### src/rtl/rf_dump_reader_pkg.sv
`default_nettype none
// ============================================================================
//  Module   : rf_dump_reader_pkg
//  Purpose  : Shared definitions for the register-file dump reader. Holds the
//             default RF geometry (matching the CPU register file) and the
//             reader FSM state encoding.
//  Ports    : none (package)
//  Revision : 1.0 - initial release
// ============================================================================
package rf_dump_reader_pkg;

  // Default RF geometry; must match the register file the reader sits beside.
  localparam int c_rf_data_w = 32;
  localparam int c_rf_addr_w = 5;

  // Reader FSM encoding.
  typedef enum logic [1:0] {
    ST_IDLE = 2'd0,
    ST_READ = 2'd1,
    ST_SEND = 2'd2,
    ST_DONE = 2'd3
  } state_t;

  // True in the states where a dump is actually walking the RF, i.e. where
  // an abort has an effect.
  function automatic logic is_walking(input state_t s);
    return (s == ST_READ) || (s == ST_SEND);
  endfunction

endpackage
`default_nettype wire

### src/rtl/rf_dump_reader_if.sv
`default_nettype none
// ============================================================================
//  Module   : rf_dump_reader_if
//  Purpose  : Bundles the RF read port and the (index, value) stream of the
//             dump reader. Signal names are from the reader's point of view.
//  Ports    : o_rf_addr  - RF read index         (reader -> RF)
//             i_rf_data  - RF read data          (RF -> reader, comb.)
//             o_valid    - stream beat valid     (reader -> sink)
//             i_ready    - stream sink ready     (sink -> reader)
//             o_index    - register index of beat
//             o_data     - register value of beat
//  Modports : master - the reader; slave - RF plus stream sink
//  Revision : 1.0 - initial release
// ============================================================================
interface rf_dump_reader_if
  import rf_dump_reader_pkg::*;
#(
  parameter int DATA_W = c_rf_data_w,
  parameter int ADDR_W = c_rf_addr_w
);

  logic [ADDR_W-1:0] o_rf_addr;
  logic [DATA_W-1:0] i_rf_data;
  logic              o_valid;
  logic              i_ready;
  logic [ADDR_W-1:0] o_index;
  logic [DATA_W-1:0] o_data;

  modport master (
    output o_rf_addr,
    input  i_rf_data,
    output o_valid,
    input  i_ready,
    output o_index,
    output o_data
  );

  modport slave (
    input  o_rf_addr,
    output i_rf_data,
    input  o_valid,
    output i_ready,
    input  o_index,
    input  o_data
  );

endinterface
`default_nettype wire

### src/rtl/rf_dump_reader.sv
`default_nettype none
// ============================================================================
//  Module   : rf_dump_reader
//  Purpose  : On request, walks RF indices FIRST_REG..LAST_REG through a spare
//             RF read port and streams each (index, value) pair out on a
//             valid/ready interface. One beat every two cycles without
//             backpressure. Never writes the RF.
//  Ports    : i_clk    - clock, rising edge
//             i_rst_n  - asynchronous active-low reset
//             i_start  - dump request, sampled only in IDLE
//             i_abort  - synchronous cancel while reading/sending
//             o_busy   - high whenever not IDLE
//             o_done   - one-cycle pulse after the last beat is accepted
//             bus      - RF read port + output stream (master modport)
//  Params   : DATA_W, ADDR_W, FIRST_REG, LAST_REG
//             (FIRST_REG <= LAST_REG <= 2**ADDR_W-1)
//  Revision : 1.0 - initial release
// ============================================================================
module rf_dump_reader
  import rf_dump_reader_pkg::*;
#(
  parameter int DATA_W    = c_rf_data_w,
  parameter int ADDR_W    = c_rf_addr_w,
  parameter int FIRST_REG = 0,
  parameter int LAST_REG  = 31
) (
  input  wire logic         i_clk,
  input  wire logic         i_rst_n,
  input  wire logic         i_start,
  input  wire logic         i_abort,
  output logic              o_busy,
  output logic              o_done,
  rf_dump_reader_if.master  bus
);

  localparam logic [ADDR_W-1:0] c_first = ADDR_W'(FIRST_REG);
  localparam logic [ADDR_W-1:0] c_last  = ADDR_W'(LAST_REG);

  state_t            r_state;
  state_t            w_state_nxt;
  logic [ADDR_W-1:0] r_idx;
  logic [ADDR_W-1:0] w_idx_nxt;
  logic              r_valid;
  logic              w_valid_nxt;
  logic              w_capture;
  logic [ADDR_W-1:0] r_index;
  logic [DATA_W-1:0] r_data;

  // --------------------------------------------------------------------------
  // State register
  // --------------------------------------------------------------------------
  always_ff @(posedge i_clk or negedge i_rst_n) begin
    if (!i_rst_n) begin
      r_state <= ST_IDLE;
    end else begin
      r_state <= w_state_nxt;
    end
  end

  // --------------------------------------------------------------------------
  // Next-state / datapath control
  // --------------------------------------------------------------------------
  always_comb begin
    w_state_nxt = r_state;
    w_idx_nxt   = r_idx;
    w_valid_nxt = r_valid;
    w_capture   = 1'b0;

    // Abort wins over a same-cycle i_ready, so the pending beat is dropped
    // rather than accepted.
    if (i_abort && is_walking(r_state)) begin
      w_state_nxt = ST_IDLE;
      w_valid_nxt = 1'b0;
      w_idx_nxt   = c_first;
    end else begin
      unique case (r_state)
        ST_IDLE: begin
          if (i_start) begin
            w_idx_nxt   = c_first;
            w_state_nxt = ST_READ;
          end
        end
        ST_READ: begin
          // Single-cycle sample: the RF value seen here is whatever the RF
          // holds after the edge that entered READ.
          w_capture   = 1'b1;
          w_valid_nxt = 1'b1;
          w_state_nxt = ST_SEND;
        end
        ST_SEND: begin
          if (bus.i_ready) begin
            w_valid_nxt = 1'b0;
            // Compare before incrementing so idx never wraps when LAST_REG
            // is the top index.
            if (r_idx == c_last) begin
              w_state_nxt = ST_DONE;
            end else begin
              w_idx_nxt   = r_idx + ADDR_W'(1);
              w_state_nxt = ST_READ;
            end
          end
        end
        ST_DONE: begin
          w_idx_nxt   = c_first;
          w_state_nxt = ST_IDLE;
        end
        default: begin
          w_state_nxt = ST_IDLE;
        end
      endcase
    end
  end

  // --------------------------------------------------------------------------
  // Index counter, valid flag and beat holding register
  // --------------------------------------------------------------------------
  always_ff @(posedge i_clk or negedge i_rst_n) begin
    if (!i_rst_n) begin
      r_idx   <= c_first;
      r_valid <= 1'b0;
      r_index <= '0;
      r_data  <= '0;
    end else begin
      r_idx   <= w_idx_nxt;
      r_valid <= w_valid_nxt;
      if (w_capture) begin
        r_index <= r_idx;
        r_data  <= bus.i_rf_data;
      end
    end
  end

  // --------------------------------------------------------------------------
  // Outputs: registers or direct state decodes only
  // --------------------------------------------------------------------------
  assign o_busy        = (r_state != ST_IDLE);
  assign o_done        = (r_state == ST_DONE);
  assign bus.o_rf_addr = r_idx;
  assign bus.o_valid   = r_valid;
  assign bus.o_index   = r_index;
  assign bus.o_data    = r_data;

endmodule
`default_nettype wire

### src/flat_wrapper.sv
// flat-port wrapper written by rule: the top's interface ports become plain ports
module rf_dump_reader_flat import rf_dump_reader_pkg::*;
#(
  parameter int DATA_W    = c_rf_data_w,
  parameter int ADDR_W    = c_rf_addr_w,
  parameter int FIRST_REG = 0,
  parameter int LAST_REG  = 31
)
  (i_clk, i_rst_n, i_start, i_abort, o_busy, o_done, bus_o_rf_addr, bus_i_rf_data, bus_o_valid, bus_i_ready, bus_o_index, bus_o_data);
  rf_dump_reader_if #(.DATA_W(DATA_W), .ADDR_W(ADDR_W)) bus_i ();
  input  wire logic i_clk;
  input  wire logic i_rst_n;
  input  wire logic i_start;
  input  wire logic i_abort;
  output logic o_busy;
  output logic o_done;
  output wire logic [$bits(bus_i.o_rf_addr)-1:0] bus_o_rf_addr;
  input wire logic [$bits(bus_i.i_rf_data)-1:0] bus_i_rf_data;
  output wire logic [$bits(bus_i.o_valid)-1:0] bus_o_valid;
  input wire logic [$bits(bus_i.i_ready)-1:0] bus_i_ready;
  output wire logic [$bits(bus_i.o_index)-1:0] bus_o_index;
  output wire logic [$bits(bus_i.o_data)-1:0] bus_o_data;
  assign bus_o_rf_addr = bus_i.o_rf_addr;
  assign bus_i.i_rf_data = bus_i_rf_data;
  assign bus_o_valid = bus_i.o_valid;
  assign bus_i.i_ready = bus_i_ready;
  assign bus_o_index = bus_i.o_index;
  assign bus_o_data = bus_i.o_data;
  rf_dump_reader #(.DATA_W(DATA_W), .ADDR_W(ADDR_W), .FIRST_REG(FIRST_REG), .LAST_REG(LAST_REG)) u_core (.i_clk(i_clk), .i_rst_n(i_rst_n), .i_start(i_start), .i_abort(i_abort), .o_busy(o_busy), .o_done(o_done), .bus(bus_i));
endmodule
### config.mk
export PLATFORM = sky130hd
export DESIGN_NAME = rf_dump_reader_flat
export DESIGN_NICKNAME = d
export VERILOG_FILES = /design/src/rtl/rf_dump_reader_pkg.sv /design/src/rtl/rf_dump_reader_if.sv /design/src/rtl/rf_dump_reader.sv /design/src/flat_wrapper.sv
export SDC_FILE = /design/constraint.sdc
export NUM_CORES = 1
export LEC_CHECK = 0
export ABC_CLOCK_PERIOD_IN_PS = 1700
export BUFFER_PORTS_ARGS = -buffer_cell sky130_fd_sc_hd__buf_2
export CAP_MARGIN = 20
export CORE_MARGIN = 1
export CORE_UTILIZATION = 42
export CTS_CLUSTER_DIAMETER = 150
export DETAILED_ROUTE_END_ITERATION = 12
export MAX_ROUTING_LAYER = met4
export PLACE_DENSITY = 0.71
export SYNTH_ARGS = -nofsm -noshare
export SYNTH_HDL_FRONTEND = slang
export SYNTH_SLANG_ARGS = --single-unit
### constraint.sdc
create_clock -name i_clk -period 1.7 [get_ports i_clk]
set_input_delay 0.255 -clock i_clk [delete_from_list [all_inputs] [get_ports i_clk]]
set_output_delay 0.255 -clock i_clk [all_outputs]
set_load 0.01 [all_outputs]
==> metrics <==
run status finished clean; Final setup viols 0; first-pass GRT wire length 6313 µm; main combinational cell family by area after synthesis multiplexers; DR WL/cell 13.25 µm; synth cell count leaders dfrtp_1 (45), mux2_2 (31), ha_1 (7), mux2_1 (7), buf_6 (5); min-delay worst type input port to flip-flop; die area 4897 µm²; largest net degree at the start of global routing 26; CP Class flip-flop to flip-flop; CTS Root Cell clkbuf_8; pre-CTS WS -0.006349 ns; Synth Net Count 174; Post-synth ARST share 1.000; vias per inst 4.961; number of enable flip-flop cells after synthesis 0; IO buf count 81; Worst slew margin 0.6549; setup slack, reg-to-reg 0.07 ns; Crit Reg-Reg Endpoint u_core.bus.o_rf_addr[0]; Slew Limit Fails 0; area grow syn2layout 36.23%; Top delay family on crit path flip-flops; Non-Filler Cell Area, Final 2644 µm²; CP peak stage delay 0.39 ns; share of layout cells above drive strength 1 0.6316; Fmax achieved 615.0 MHz; CTS tree yes; gp weighted congestion 0.7977; Worst path slowest cell dfrtp_1; H-tree depth 2; sequential fraction of the synthesis area 0.5803; Area contributors post-synth dfrtp_1 (58%), mux2_2 (18%), ha_1 (4.5%); #FFs+latches synth 45; most frequent cell after synthesis dfrtp_1; Post-Synth XOR/XNOR Area 0; Avg Cell Area, Syn 14.93 µm²; Die Span Y 69.98 µm; crit path DAT 1.86 ns; Initial Util 0.4426; RSZ-0062 raised after global routing true; Synth area leader dfrtp_1; Die Wd 69.98 µm; final hold viol count 0; Synth top area share 0.5803; Nets 273; routed wire length 3710 µm; DP HPWL 2774 µm; core area 4384 µm²; worst-margin pin slew 0.5176 ns; Overall Global Routing Usage 0.1683; Simple-Gate Fraction of Synth Area 0.05803; yosys warns 0; R2R depth 6; Antenna Nets Post-Route 0; Vias 1389; 1st-pass router iterations 4; worst skew pair latency 0.29 ns; Max Clock Skew 0.007229 ns; final worst path period share 0.9564; ANT cells 0; max-cap violation count 0; placed cell area 2504 µm²; cells along the critical path buf_4 -> ha_1 -> or3_4 -> a31oi_4 -> a31o_4 -> mux2_1; Tmin final 1.626 ns; RR Startpoint u_core.r_state[0]; vias in the first global route 1395; Synth Area in Adders 0.04513; Detailed Route Iter0 Violations 64; DR DRC count 0; hold endpoint u_core.bus.o_data[1]; Crit path required time 1.93 ns; critical path endpoint category flip-flop; initial antenna violation count 0; deepest clock path buffer count 2; Post-Synthesis Cells 130; Mapped Area 1941 µm²; Synth Area in Compound Gates 0.06125; most common flop cell mapped by yosys dfrtp_1; mux share of post-synthesis cell area 0.2205; CTS Buf Count 5; WHS Path Cells 2; Clock transition at path regs 0.08 ns; peak supply drop 803.5 µV; Final Power 4678 µW; Overflow after GRT 0; Unique masters post-synth 26; LEAKAGE 0.001328 µW; clk sink count 45; row cnt 24; CP startpoint kind flip-flop; worst path buffer plus inverter count 1; Hold Crit Start bus_i_rf_data[1]; # IOs 82; crit-path max FO 4; Final WS setup 0.07409 ns; pwr dens 1769 nW/µm²
## repair_timing
action | CTS | global route
gates resized for setup | 1 | 4
hold buffers | 1 | 0
endpoints found under the setup margin | 1 | 39
gates cloned | 0 | 1
hold endpoints to repair | 20 | 0
pin swaps | 0 | 2
buffers inserted | 1 | 1
## layout by cell type, fill, tap and decap left out, drive strengths merged, types with 2 or more instances in the layout
master | synthesis | routed
buf | 5 | 95
dfrtp | 45 | 45
mux2 | 38 | 38
ha | 7 | 7
clkbuf | 0 | 6
nand2b | 4 | 4
nor2 | 3 | 3
a22o | 3 | 3
inv | 3 | 3
and2 | 3 | 3
a21oi | 2 | 2
and3 | 2 | 2
nand2 | 2 | 2
a31o | 2 | 2
## final cells by class
cell class                      instances  area (µm²)
Inverter                                3       11.26
Timing Repair Buffer                   97       583.1
Sequential cell                        45        1126
Multi-Input combinational cell         77       784.5
Fill cell                             391        1740
Tap cell                               52       65.06
Clock buffer                            5       68.82
Clock inverter                          1       5.005
## cell families (layout without fill, tap and decap cells)
logic type	Yosys count	after routing
adders and majority gates	7	7
buffers and inverters	8	106
DFF	45	45
muxes	38	38
AOI/OAI and AO/OA	13	13
and+or+nand+nor	19	19
## flip-flops by register name (all words and copies together), names as in the netlist
register / count
u_core.bus.o_data: 32
u_core.bus.o_index: 5
u_core.bus.o_rf_addr: 5
u_core.bus.o_valid: 1
u_core.r_state: 2
## layer usage
metal | global-route usage | up-vias | share of wire
li1 | - | 657 | -
met3 | 0.03463 | 6 | 0.067
met5 | - | - | 0
met1 | 0.2120 | 669 | 0.47
met4 | 0.08444 | 0 | 0.016
met2 | 0.2585 | 57 | 0.45
## through the flow
stage	hold slack (ns)	TNS, ns	instances	utilization
after floorplan	-0.04059	0	130	-
after global placement	0.2523	0	270	0.5711
after detailed placement	0.2588	-0.006349	270	0.5711
after CTS	0.1673	0	278	0.5919
after global routing	0.1650	-0.008492	280	0.6030
final	0.1795	0	280	0.6030
## power breakdown
part,total [µW],internal [µW],switching [µW]
logic,2350,1300,1040
registers,1740,1530,208
clock network,596,271,326
total,4680,3100,1580
## worst max path at each step
stage | cells after the start | startpoint | slack, ns | endpoint
after floorplan | 7 | u_core.r_state[1] | 0.008 | u_core.bus.o_data[30]
after global placement | 7 | u_core.bus.o_rf_addr[0] | 0.03 | u_core.bus.o_rf_addr[3]
after detailed placement | 7 | u_core.bus.o_rf_addr[0] | -0.006 | u_core.bus.o_rf_addr[3]
after CTS | 6 | u_core.r_state[1] | 0.002 | u_core.bus.o_data[10]
after global routing | 7 | u_core.bus.o_rf_addr[0] | -0.005 | u_core.bus.o_rf_addr[3]
final | 6 | u_core.r_state[0] | 0.07 | u_core.bus.o_rf_addr[0]
(Power assumes the default switching activity.)
